$ cat src/rtl/mac_tx_arbiter_pkg.sv
// mac_pkg: shared definitions for the MAC transmit arbiter.
//   - EtherType constants for the two frame sources.
//   - Bus widths used by the arbiter interface.
//   - Channel select and arbiter state enums.
package mac_pkg;

    localparam logic [15:0] ETH_TYPE_IPV4 = 16'h0800;
    localparam logic [15:0] ETH_TYPE_ARP  = 16'h0806;

    localparam int TYPE_W = 16;
    localparam int LEN_W  = 16;
    localparam int DATA_W = 8;

    // Channel identity doubles as the round-robin pointer encoding.
    typedef enum logic {
        CH_IPV4 = 1'b0,
        CH_ARP  = 1'b1
    } ch_sel_t;

    typedef enum logic [1:0] {
        ST_IDLE  = 2'd0,
        ST_GRANT = 2'd1,
        ST_PASS  = 2'd2,
        ST_GAP   = 2'd3
    } arb_state_t;

endpackage

$ cat src/rtl/mac_tx_arbiter_if.sv
// mac_tx_arbiter_if: bundles the two frame-source channels and the MAC-side
// handshake/stream of the transmit arbiter.
//   ch0/ch1 : req_valid/req_ready handshake, type, len, data/valid/last beat
//   MAC     : o_mac_req/i_mac_ready handshake, send_type/len/data/valid/last
//   status  : o_err_len, o_err_timeout, o_busy
// Modports: slave = the arbiter, master = whoever drives the sources and MAC.
interface mac_tx_arbiter_if;
    import mac_pkg::*;

    logic              i_ch0_req_valid;
    logic              o_ch0_req_ready;
    logic [TYPE_W-1:0] i_ch0_type;
    logic [LEN_W-1:0]  i_ch0_len;
    logic [DATA_W-1:0] i_ch0_data;
    logic              i_ch0_valid;
    logic              i_ch0_last;

    logic              i_ch1_req_valid;
    logic              o_ch1_req_ready;
    logic [TYPE_W-1:0] i_ch1_type;
    logic [LEN_W-1:0]  i_ch1_len;
    logic [DATA_W-1:0] i_ch1_data;
    logic              i_ch1_valid;
    logic              i_ch1_last;

    logic              o_mac_req;
    logic              i_mac_ready;
    logic [TYPE_W-1:0] o_send_type;
    logic [LEN_W-1:0]  o_send_len;
    logic [DATA_W-1:0] o_send_data;
    logic              o_send_valid;
    logic              o_send_last;
    logic              o_err_len;
    logic              o_err_timeout;
    logic              o_busy;

    modport slave (
        input  i_ch0_req_valid, i_ch0_type, i_ch0_len, i_ch0_data, i_ch0_valid, i_ch0_last,
        input  i_ch1_req_valid, i_ch1_type, i_ch1_len, i_ch1_data, i_ch1_valid, i_ch1_last,
        input  i_mac_ready,
        output o_ch0_req_ready, o_ch1_req_ready, o_mac_req,
        output o_send_type, o_send_len, o_send_data, o_send_valid, o_send_last,
        output o_err_len, o_err_timeout, o_busy
    );

    modport master (
        output i_ch0_req_valid, i_ch0_type, i_ch0_len, i_ch0_data, i_ch0_valid, i_ch0_last,
        output i_ch1_req_valid, i_ch1_type, i_ch1_len, i_ch1_data, i_ch1_valid, i_ch1_last,
        output i_mac_ready,
        input  o_ch0_req_ready, o_ch1_req_ready, o_mac_req,
        input  o_send_type, o_send_len, o_send_data, o_send_valid, o_send_last,
        input  o_err_len, o_err_timeout, o_busy
    );

endinterface

$ cat src/rtl/mac_arb_pick.sv
// mac_arb_pick: combinational winner select for the transmit arbiter.
//   req0_i/req1_i : pending requests of ch0 (IPv4) / ch1 (ARP)
//   rr_i          : round-robin pointer, channel favoured on a tie
//   any_o         : at least one request pending
//   winner_o      : selected channel (meaningful only when any_o)
// Build option: MAC_ARB_ARP_PRIORITY_EN selects strict ARP priority and
// ignores the round-robin pointer.
module mac_arb_pick
    import mac_pkg::*;
(
    input  logic    req0_i,
    input  logic    req1_i,
    input  ch_sel_t rr_i,
    output logic    any_o,
    output ch_sel_t winner_o
);

    assign any_o = req0_i | req1_i;

`ifdef MAC_ARB_ARP_PRIORITY_EN
    // ARP wins whenever it asks; the pointer has no say.
    logic unused_rr;
    assign unused_rr = rr_i;
    assign winner_o  = req1_i ? CH_ARP : CH_IPV4;
`else
    // Tie goes to the pointer, otherwise to whichever channel is asking.
    assign winner_o = (req0_i && req1_i) ? rr_i : (req1_i ? CH_ARP : CH_IPV4);
`endif

endmodule

$ cat src/rtl/mac_tx_arbiter.sv
// mac_tx_arbiter: shares one MAC transmit engine between ch0 (IPv4/UDP) and
// ch1 (ARP). Arbitrates per frame, handshakes with the MAC, forwards the
// winner's type/len and byte stream through one register stage, enforces an
// inter-frame gap, and flags length mismatches and mid-frame stalls.
//   i_clk, i_rst : clock, synchronous active-high reset
//   bus (slave)  : channel request/stream inputs, MAC handshake and send
//                  outputs, error pulses and busy flag
// Parameters: P_IFG idle cycles in GAP (>=1), P_TIMEOUT stall limit in PASS.
// Build option: MAC_ARB_ARP_PRIORITY_EN (strict ARP priority, see mac_arb_pick).
module mac_tx_arbiter
    import mac_pkg::*;
#(
    parameter int P_IFG     = 12,
    parameter int P_TIMEOUT = 1024
) (
    input  logic             i_clk,
    input  logic             i_rst,
    mac_tx_arbiter_if.slave  bus
);

    localparam int GW = $clog2(P_IFG + 1);
    localparam int TW = $clog2(P_TIMEOUT + 1);

    arb_state_t        state_q, state_d;
    ch_sel_t           winner_q, winner_d;
    ch_sel_t           rr_q, rr_d;
    logic [LEN_W-1:0]  beat_q, beat_d;
    logic [TW-1:0]     stall_q, stall_d;
    logic [GW-1:0]     gap_q, gap_d;
    logic [TYPE_W-1:0] type_q, type_d;
    logic [LEN_W-1:0]  len_q, len_d;
    logic [DATA_W-1:0] data_q, data_d;
    logic              valid_q, valid_d;
    logic              last_q, last_d;
    logic              err_len_q, err_len_d;
    logic              err_to_q, err_to_d;

    logic              mac_req, ready0, ready1;
    logic              pick_any;
    ch_sel_t           pick_win;

    mac_arb_pick u_pick (
        .req0_i   (bus.i_ch0_req_valid),
        .req1_i   (bus.i_ch1_req_valid),
        .rr_i     (rr_q),
        .any_o    (pick_any),
        .winner_o (pick_win)
    );

    // Only the granted channel's beat lane is looked at in PASS.
    logic              w_valid, w_last;
    logic [DATA_W-1:0] w_data;
    assign w_valid = (winner_q == CH_ARP) ? bus.i_ch1_valid : bus.i_ch0_valid;
    assign w_last  = (winner_q == CH_ARP) ? bus.i_ch1_last  : bus.i_ch0_last;
    assign w_data  = (winner_q == CH_ARP) ? bus.i_ch1_data  : bus.i_ch0_data;

    always_comb begin
        state_d   = state_q;
        winner_d  = winner_q;
        rr_d      = rr_q;
        beat_d    = beat_q;
        stall_d   = stall_q;
        gap_d     = gap_q;
        type_d    = type_q;
        len_d     = len_q;
        data_d    = '0;
        valid_d   = 1'b0;
        last_d    = 1'b0;
        err_len_d = 1'b0;
        err_to_d  = 1'b0;
        mac_req   = 1'b0;
        ready0    = 1'b0;
        ready1    = 1'b0;

        case (state_q)
            ST_IDLE: begin
                if (pick_any) begin
                    // Latch type/len on entry so they are valid for the whole GRANT.
                    winner_d = pick_win;
                    type_d   = (pick_win == CH_ARP) ? bus.i_ch1_type : bus.i_ch0_type;
                    len_d    = (pick_win == CH_ARP) ? bus.i_ch1_len  : bus.i_ch0_len;
                    state_d  = ST_GRANT;
                end
            end
            ST_GRANT: begin
                mac_req = 1'b1;
                if (bus.i_mac_ready) begin
                    ready0  = (winner_q == CH_IPV4);
                    ready1  = (winner_q == CH_ARP);
                    beat_d  = '0;
                    stall_d = '0;
                    state_d = ST_PASS;
                end
            end
            ST_PASS: begin
                if (w_valid) begin
                    data_d  = w_data;
                    valid_d = 1'b1;
                    last_d  = w_last;
                    beat_d  = beat_q + 16'd1;
                    stall_d = '0;
                    // A last beat takes precedence over a coincident stall expiry.
                    if (w_last) begin
                        err_len_d = ((beat_q + 16'd1) != len_q);
                        rr_d      = (winner_q == CH_ARP) ? CH_IPV4 : CH_ARP;
                        gap_d     = '0;
                        state_d   = ST_GAP;
                    end
                end else if (stall_q == TW'(P_TIMEOUT - 1)) begin
                    err_to_d = 1'b1;
                    rr_d     = (rr_q == CH_ARP) ? CH_IPV4 : CH_ARP;
                    gap_d    = '0;
                    state_d  = ST_GAP;
                end else begin
                    stall_d = stall_q + TW'(1);
                end
            end
            ST_GAP: begin
                if (gap_q == GW'(P_IFG - 1)) begin
                    state_d = ST_IDLE;
                end else begin
                    gap_d = gap_q + GW'(1);
                end
            end
            default: state_d = ST_IDLE;
        endcase
    end

    always_ff @(posedge i_clk) begin
        if (i_rst) begin
            state_q   <= ST_IDLE;
            winner_q  <= CH_IPV4;
            rr_q      <= CH_IPV4;
            beat_q    <= '0;
            stall_q   <= '0;
            gap_q     <= '0;
            type_q    <= '0;
            len_q     <= '0;
            data_q    <= '0;
            valid_q   <= 1'b0;
            last_q    <= 1'b0;
            err_len_q <= 1'b0;
            err_to_q  <= 1'b0;
        end else begin
            state_q   <= state_d;
            winner_q  <= winner_d;
            rr_q      <= rr_d;
            beat_q    <= beat_d;
            stall_q   <= stall_d;
            gap_q     <= gap_d;
            type_q    <= type_d;
            len_q     <= len_d;
            data_q    <= data_d;
            valid_q   <= valid_d;
            last_q    <= last_d;
            err_len_q <= err_len_d;
            err_to_q  <= err_to_d;
        end
    end

    assign bus.o_mac_req       = mac_req;
    assign bus.o_ch0_req_ready = ready0;
    assign bus.o_ch1_req_ready = ready1;
    assign bus.o_send_type     = type_q;
    assign bus.o_send_len      = len_q;
    assign bus.o_send_data     = data_q;
    assign bus.o_send_valid    = valid_q;
    assign bus.o_send_last     = last_q;
    assign bus.o_err_len       = err_len_q;
    assign bus.o_err_timeout   = err_to_q;
    assign bus.o_busy          = (state_q != ST_IDLE);

endmodule

$ cat src/flat_wrapper.sv
// flat-port wrapper written by rule: the top's interface ports become plain ports
module mac_tx_arbiter_flat import mac_pkg::*;
#(
    parameter int P_IFG     = 12,
    parameter int P_TIMEOUT = 1024
)
  (i_clk, i_rst, bus_i_ch0_req_valid, bus_i_ch0_type, bus_i_ch0_len, bus_i_ch0_data, bus_i_ch0_valid, bus_i_ch0_last, bus_i_ch1_req_valid, bus_i_ch1_type, bus_i_ch1_len, bus_i_ch1_data, bus_i_ch1_valid, bus_i_ch1_last, bus_i_mac_ready, bus_o_ch0_req_ready, bus_o_ch1_req_ready, bus_o_mac_req, bus_o_send_type, bus_o_send_len, bus_o_send_data, bus_o_send_valid, bus_o_send_last, bus_o_err_len, bus_o_err_timeout, bus_o_busy);
  mac_tx_arbiter_if bus_i ();
  input  logic i_clk;
  input  logic i_rst;
  input wire logic [$bits(bus_i.i_ch0_req_valid)-1:0] bus_i_ch0_req_valid;
  input wire logic [$bits(bus_i.i_ch0_type)-1:0] bus_i_ch0_type;
  input wire logic [$bits(bus_i.i_ch0_len)-1:0] bus_i_ch0_len;
  input wire logic [$bits(bus_i.i_ch0_data)-1:0] bus_i_ch0_data;
  input wire logic [$bits(bus_i.i_ch0_valid)-1:0] bus_i_ch0_valid;
  input wire logic [$bits(bus_i.i_ch0_last)-1:0] bus_i_ch0_last;
  input wire logic [$bits(bus_i.i_ch1_req_valid)-1:0] bus_i_ch1_req_valid;
  input wire logic [$bits(bus_i.i_ch1_type)-1:0] bus_i_ch1_type;
  input wire logic [$bits(bus_i.i_ch1_len)-1:0] bus_i_ch1_len;
  input wire logic [$bits(bus_i.i_ch1_data)-1:0] bus_i_ch1_data;
  input wire logic [$bits(bus_i.i_ch1_valid)-1:0] bus_i_ch1_valid;
  input wire logic [$bits(bus_i.i_ch1_last)-1:0] bus_i_ch1_last;
  input wire logic [$bits(bus_i.i_mac_ready)-1:0] bus_i_mac_ready;
  output wire logic [$bits(bus_i.o_ch0_req_ready)-1:0] bus_o_ch0_req_ready;
  output wire logic [$bits(bus_i.o_ch1_req_ready)-1:0] bus_o_ch1_req_ready;
  output wire logic [$bits(bus_i.o_mac_req)-1:0] bus_o_mac_req;
  output wire logic [$bits(bus_i.o_send_type)-1:0] bus_o_send_type;
  output wire logic [$bits(bus_i.o_send_len)-1:0] bus_o_send_len;
  output wire logic [$bits(bus_i.o_send_data)-1:0] bus_o_send_data;
  output wire logic [$bits(bus_i.o_send_valid)-1:0] bus_o_send_valid;
  output wire logic [$bits(bus_i.o_send_last)-1:0] bus_o_send_last;
  output wire logic [$bits(bus_i.o_err_len)-1:0] bus_o_err_len;
  output wire logic [$bits(bus_i.o_err_timeout)-1:0] bus_o_err_timeout;
  output wire logic [$bits(bus_i.o_busy)-1:0] bus_o_busy;
  assign bus_i.i_ch0_req_valid = bus_i_ch0_req_valid;
  assign bus_i.i_ch0_type = bus_i_ch0_type;
  assign bus_i.i_ch0_len = bus_i_ch0_len;
  assign bus_i.i_ch0_data = bus_i_ch0_data;
  assign bus_i.i_ch0_valid = bus_i_ch0_valid;
  assign bus_i.i_ch0_last = bus_i_ch0_last;
  assign bus_i.i_ch1_req_valid = bus_i_ch1_req_valid;
  assign bus_i.i_ch1_type = bus_i_ch1_type;
  assign bus_i.i_ch1_len = bus_i_ch1_len;
  assign bus_i.i_ch1_data = bus_i_ch1_data;
  assign bus_i.i_ch1_valid = bus_i_ch1_valid;
  assign bus_i.i_ch1_last = bus_i_ch1_last;
  assign bus_i.i_mac_ready = bus_i_mac_ready;
  assign bus_o_ch0_req_ready = bus_i.o_ch0_req_ready;
  assign bus_o_ch1_req_ready = bus_i.o_ch1_req_ready;
  assign bus_o_mac_req = bus_i.o_mac_req;
  assign bus_o_send_type = bus_i.o_send_type;
  assign bus_o_send_len = bus_i.o_send_len;
  assign bus_o_send_data = bus_i.o_send_data;
  assign bus_o_send_valid = bus_i.o_send_valid;
  assign bus_o_send_last = bus_i.o_send_last;
  assign bus_o_err_len = bus_i.o_err_len;
  assign bus_o_err_timeout = bus_i.o_err_timeout;
  assign bus_o_busy = bus_i.o_busy;
  mac_tx_arbiter #(.P_IFG(P_IFG), .P_TIMEOUT(P_TIMEOUT)) u_core (.i_clk(i_clk), .i_rst(i_rst), .bus(bus_i));
endmodule
$ cat config.mk
export PLATFORM = sky130hd
export DESIGN_NAME = mac_tx_arbiter_flat
export DESIGN_NICKNAME = d
export VERILOG_FILES = /design/src/rtl/mac_tx_arbiter_pkg.sv /design/src/rtl/mac_tx_arbiter_if.sv /design/src/rtl/mac_arb_pick.sv /design/src/rtl/mac_tx_arbiter.sv /design/src/flat_wrapper.sv
export SDC_FILE = /design/constraint.sdc
export NUM_CORES = 1
export LEC_CHECK = 0
export ABC_AREA = 1
export CAP_MARGIN = 20
export CORE_MARGIN = 2
export CORE_UTILIZATION = 44
export CTS_BUF_LIST = sky130_fd_sc_hd__clkbuf_4 sky130_fd_sc_hd__clkbuf_8
export DETAILED_ROUTE_END_ITERATION = 16
export HOLD_SLACK_MARGIN = 0.02
export PLACE_DENSITY = 0.79
export RECOVER_POWER = 50
export SLEW_MARGIN = 30
export SYNTH_ARGS = -nofsm -noshare
export SYNTH_HDL_FRONTEND = slang
export SYNTH_HIERARCHICAL = 1
export SYNTH_SLANG_ARGS = --single-unit
$ cat constraint.sdc
create_clock -name i_clk -period 1.6 [get_ports i_clk]
set_input_delay 0.32 -clock i_clk [delete_from_list [all_inputs] [get_ports i_clk]]
set_output_delay 0.32 -clock i_clk [all_outputs]
set_load 0.01 [all_outputs]
After elaboration in Yosys (flattened, before gate mapping)
Index checks and enable logic that the tools add are counted.
{ "totals": {"word_cells": 90, "mem_count": 0, "out_inout_bits": 48, "mem_bits_ro": 0, "register_bits": 79, "ramBits": 0, "inputBits": 89, "latchBits": 0} }
{ "classes": {"n_lt_le_gt_ge": 0, "n_reduce_logical": 16, "shifts": 0, "n_addsub": 3, "mul": 0, "mux": 38, "n_eq_ne": 15, "bitwise": 5, "div": 0} }
{ "ops": {"columns": ["cell", "count"], "rows": [
  ["$mux W16", 4],
  ["$mux W11", 3],
  ["$pmux W16 S2", 1],
  ["$pmux W11 S2", 1],
  ["$add A16 B1 Y16 const B", 1],
  ["$mux W1", 16],
  ["$mux W4", 4],
  ["$ne A16 B16 Y1", 1],
  ["$mux W2", 6],
  ["$add A11 B1 Y11 const B", 1],
  ["$eq A11 B10 Y1 const B", 1],
  ["$reduce_and A3 Y1", 3],
  ["$mux W8", 1],
  ["$pmux W2 S4", 1],
  ["$pmux W4 S2", 1],
  ["$reduce_bool A2 Y1", 4],
  ["$ne A2 B1 Y1 const B", 3],
  ["$ne A2 B2 Y1 const B", 3],
  ["$reduce_or A3 Y1", 2],
  ["$reduce_and A5 Y1", 1],
  ["$add A4 B1 Y4 const B", 1],
  ["$eq A2 B2 Y1 const B", 2],
  ["$eq A4 B4 Y1 const B", 1],
  ["$not A1 Y1", 4],
  ["11 further kinds", 11]
]} }

Depth between registers and ports, before layout
{ "depth": {"depth_word": 4, "ltp_mapped": 14, "mapped_depth_nobuf": 14} }

By module
Netlist, hierarchy kept.
{ "modules_own_cells": {"columns": ["module", "instances", "area_each_um2", "cells_per_inst", "seq_area_each_um2"], "rows": [
  ["mac_tx_arbiter", 1, 4359.2, 647, 1581.5],
  ["mac_arb_pick", 1, 22.5, 5, 0.0]
]} }

Least setup slack after synthesis
Ideal clock, no wire load.
{ "synth_path": {"kind": "reg2reg", "from": "register u_core.state_q[1]", "to": "register u_core.beat_q[7]", "arrival_ns": 1.576, "required_time_ns": 1.529, "period_less_slack_ns": 1.646, "slack_ns": -0.046, "path_stages_with_launch": 10, "path_cell_list": "dfxtp_1 inv_1 ha_1 inv_1 nor2_4 nor3_4 a31oi_4 buf_4 nand2_1 a21oi_1"} }
{ "synth_via": {"elab_chain_cells": 3, "elab_cells_between_ends": 7} }
{ "synth_rtl": {"columns": ["item", "line", "text"], "rows": [
  ["start, declared", "mac_tx_arbiter.sv:24", "arb_state_t state_q, state_d;"],
  ["start signal, assigned", "mac_tx_arbiter.sv:145", "state_q <= state_d;"],
  ["$eq A2 B2 Y1 / $eq A2 B1 Y1 (equally long branches)", "mac_tx_arbiter.sv:75", "case (state_q)"],
  ["$ne A2 B1 Y1 (no line) (tied with other cells)", null, null],
  ["$reduce_and A3 Y1 (no line)", null, null],
  ["end signal, assigned", "mac_tx_arbiter.sv:148", "beat_q <= beat_d;"],
  ["end, declared", "mac_tx_arbiter.sv:27", "logic [LEN_W-1:0] beat_q, beat_d;"]
]} }
Parallel ways exist; a longest one is shown, timed or not.
A chain may end at the register's enable or synchronous reset.

Final worst setup path
{ "layout_path": {"from": "register u_core.beat_q[0]", "to": "register u_core.err_len_q, in the netlist u_core/bus.o_err_len"} }
{ "layout_via": {"elab_chain_cells": 2} }
{ "layout_rtl": {"columns": ["item", "line", "text"], "rows": [
  ["$add A16 B1 Y16", "mac_tx_arbiter.sv:104", "err_len_d = ((beat_q + 16'd1) != len_q);"],
  ["$ne A16 B16 Y1", "mac_tx_arbiter.sv:104", null],
  ["end signal, assigned", "mac_tx_arbiter.sv:156", "err_len_q <= err_len_d;"],
  ["end, declared", "mac_tx_arbiter.sv:35", "logic err_len_q, err_len_d;"]
]} }
No other way between the ends.

==> impl_metrics.ini <==
[yosys]
yosys-top-cells-count = 193 x nand2_1, 83 x inv_1, 79 x dfxtp_1, 76 x nand3_1, 40 x nor2_1
synth-seq-area-share_pct = 36.1
synth_top_area_share_pct = 36.1
synth-edff-count = 0
synth.avg_cell_area_sq_um = 6.72
synthDominantAreaCellType = dfxtp_1
synth.lib_cells_used.distinct = 40
synthesis.area_sq_um = 4380
synth.top_cells.by_area = dfxtp_1 36%, nand2_1 17%, nand3_1 8.7%
leading_cell_type_by_number_of_instances_after_synthesis = nand2_1
count_of_yosys_warnings_during_synthesis = 6
synth-async-reset-ratio_pct = 0
yosys_most_used_dff = dfxtp_1
synth_nets = 749
yosys_register_bits = 79
postSynthCellCount = 652

[worst_setup_path]
worst-setup-path-type = reg -> reg
setup.worst_path.end_class = register
crit_path_max_incr_delay_ns = 0.37
crit_chain = ha_4 -> nand2_4 -> nor2_4 -> buf_12 -> nand4_1 -> nand3b_1 -> nand2_1 -> nor2_1 -> nand3_2 -> nor2_4 -> nor2_1
critPathArrivalTime_ns = 2.09
critical_path.top_delay_family = simple AND/OR/NAND/NOR gates
crit_buf_inv = 1
worstPathMaxFanout = 4
crit_required_ns = 1.84
slowest_stage = dfxtp_2
timing.critical_path.from_type = register

[detailed_routing]
dr.first_iter.drc_count = 289
detail_route.wl_per_cell_microns = 15.9
dr_total_vias = 5357
vias_per_cell = 5.34
drt.antenna.violating_nets = 0
totalWireLength_microns = 15900
drt_pass1_iterations = 5
post-route-drc-count = 0

[global_route]
grt.met2_usage_pct = 45.7
initial_antenna_violation_count = 0
via_count_of_the_first_global_routing_pass = 4861
groute.layer.met1.usage_pct = 27.6
top_usage_layer = met2
grt_util_met3_pct = 5.03
grt_pass1_wl_microns = 22200
grt_max_degree = 49
globalRouteTotalUtil_pct = 25.0
grt.overflow.total = 0

[floorplan]
floorplan.die.height_microns = 104
floorplan.rows = 36
overall_die_width_microns = 104
floorplan.io_pins = 137
floorplan.initialDensity_pct = 45.0
die-area_sq_um = 10800
coreArea_sq_um = 9730

[final_layout]
post_route_cells_drive_above_1_share_pct = 28.6
layout-area-overhead-vs-synth_pct = 65.7
nNetsFinal = 963
fillers = 733
finish.instance_area_sq_um = 7260
num_antenna_cells = 0
final_core_utilization_pct = 74.6

[timing]
final-setup-viol-count = 13
clock_skew_ns = 0.0137
final_hold_viol_count = 0
max_slew_margin_pct = 74.2
timing_worst_slew_pin_value_ns = 0.384
achievable-frequency_mhz = 543
unrepaired_setup_endpoints_after_global_routing = true
slew_violations = 0
post-route-min-period_ns = 1.84
fin_setup_tns_ns = -0.452
final_min_period_over_clock_period_pct = 115
final_ws_setup_ns = -0.242

[pwr]
vdd.ir_drop.worst_uv = 687
power_density_nw_per_um2 = 1160
cellLeakagePower_uw = 0.00320

[placement]
dp_hpwl_microns = 10100
gp_congestion = 0.883
placedInstanceArea_sq_um = 6410
io_buffers = 136

[run]
drv_cap = 0

[cts]
cts_made_buffers = 9
clkTransAtPathRegs_ns = 0.09
ctsLongestPathBuffers = 2
cts_tree = yes
ctsHtreeMaxLevel = 3
cts_root_buffer = clkbuf_8
cts_num_sinks = 79
insertion_delay_ns = 0.35

[outcome]
violations = setup timing
status = finished, violations left

[min_path]
timing.hold.worst.class = reg -> reg
==> metrics by stage <==
step	worst slack [ns]	std cells	total power [uW]	hold WS, ns
2_1_floorplan	0.00819	652	4420	0.403
3_3_place_gp	-0.289	971	6060	0.452
3_5_place_dp	-0.269	971	6160	0.470
4_1_cts	-0.111	994	7760	0.477
5_1_grt	-0.292	1004	8850	0.518
6_report	-0.242	1004	8390	0.498
==> where the power goes <==
group	switching [uW]	internal [uW]
combinational	2140	1970
clock	755	782
sequential	364	2380
total	3260	5130
==> cells in the final DEF, fill, tap and decap left out, types with 19 or more instances in the layout <==
cell type          n
nand2_1          169
clkdlybuf4s50_1  111
inv_1             78
buf_4             72
nand3_1           62
dfxtp_1           59
o211ai_1          32
nand2_2           27
nor2_1            27
a21oi_1           24
dfxtp_2           19
==> flip-flops by register name (all words and copies together), names as in the netlist <==
signal                    count
u_core/bus.o_send_valid       1
u_core/bus.o_send_last        1
u_core/stall_q               11
u_core/winner_q               1
u_core/bus.o_send_len        16
u_core/bus.o_send_data        8
u_core/gap_q                  4
u_core/bus.o_err_len          1
u_core/state_q                2
u_core/bus.o_send_type       16
u_core/bus.o_err_timeout      1
u_core/beat_q                16
u_core/rr_q                   1
==> tightest hold or removal path, cell delays in order (launching register included) <==
cell     delay (ns)
dfxtp_1        0.35
inv_1          0.06
a21oi_1        0.05
==> kinds of logic after synthesis <==
logic type / share of synthesized area (%)
compound gates: 13.7
xor+xnor: 1.40
fa+ha+maj: 2.28
buf+inv: 10.2
flops: 36.1
simple gates: 36.3
==> path summary, 6_finish.rpt <==
| path | startpoint | endpoint | slack (ns) | cells after the start |
|---|---|---|---|---|
| worst min-delay path | u_core/gap_q[0] | u_core/gap_q[0] | 0.50 | 2 |
| worst max register to register | u_core/beat_q[0] | u_core/bus.o_err_len | -0.24 | 11 |
| worst max-delay path | u_core/beat_q[0] | u_core/bus.o_err_len | -0.24 | 11 |
| worst min register to register | u_core/gap_q[0] | u_core/gap_q[0] | 0.50 | 2 |
==> cell type report <==
| type | instances | area [sq um] | area share (%) |
|---|---|---|---|
| tap | 133 | 166 | 2.29 |
| clock inverter | 5 | 56.3 | 0.776 |
| inverter | 90 | 350 | 4.83 |
| sequential | 79 | 1610 | 22.2 |
| multi-input combinational | 460 | 2780 | 38.2 |
| timing repair buffer | 226 | 2160 | 29.7 |
| clock buffer | 11 | 145 | 2.00 |
==> routing by layer <==
metal  vias to the layer above  wire [microns]
met5                         -               0
met4                         0             704
met3                        68            1110
met2                       269            8070
met1                      2483            6050
li1                       2537               -
==> timing repair <==
item	4_1_cts	5_1_grt
hold endpoints to repair	0	0
hold buffers	0	0
pin swaps	16	33
cloned	1	4
buffers inserted	6	6
gates resized for setup	77	112
endpoints found under the setup margin	44	47
Note: power is estimated with default switching activity, not from simulation.
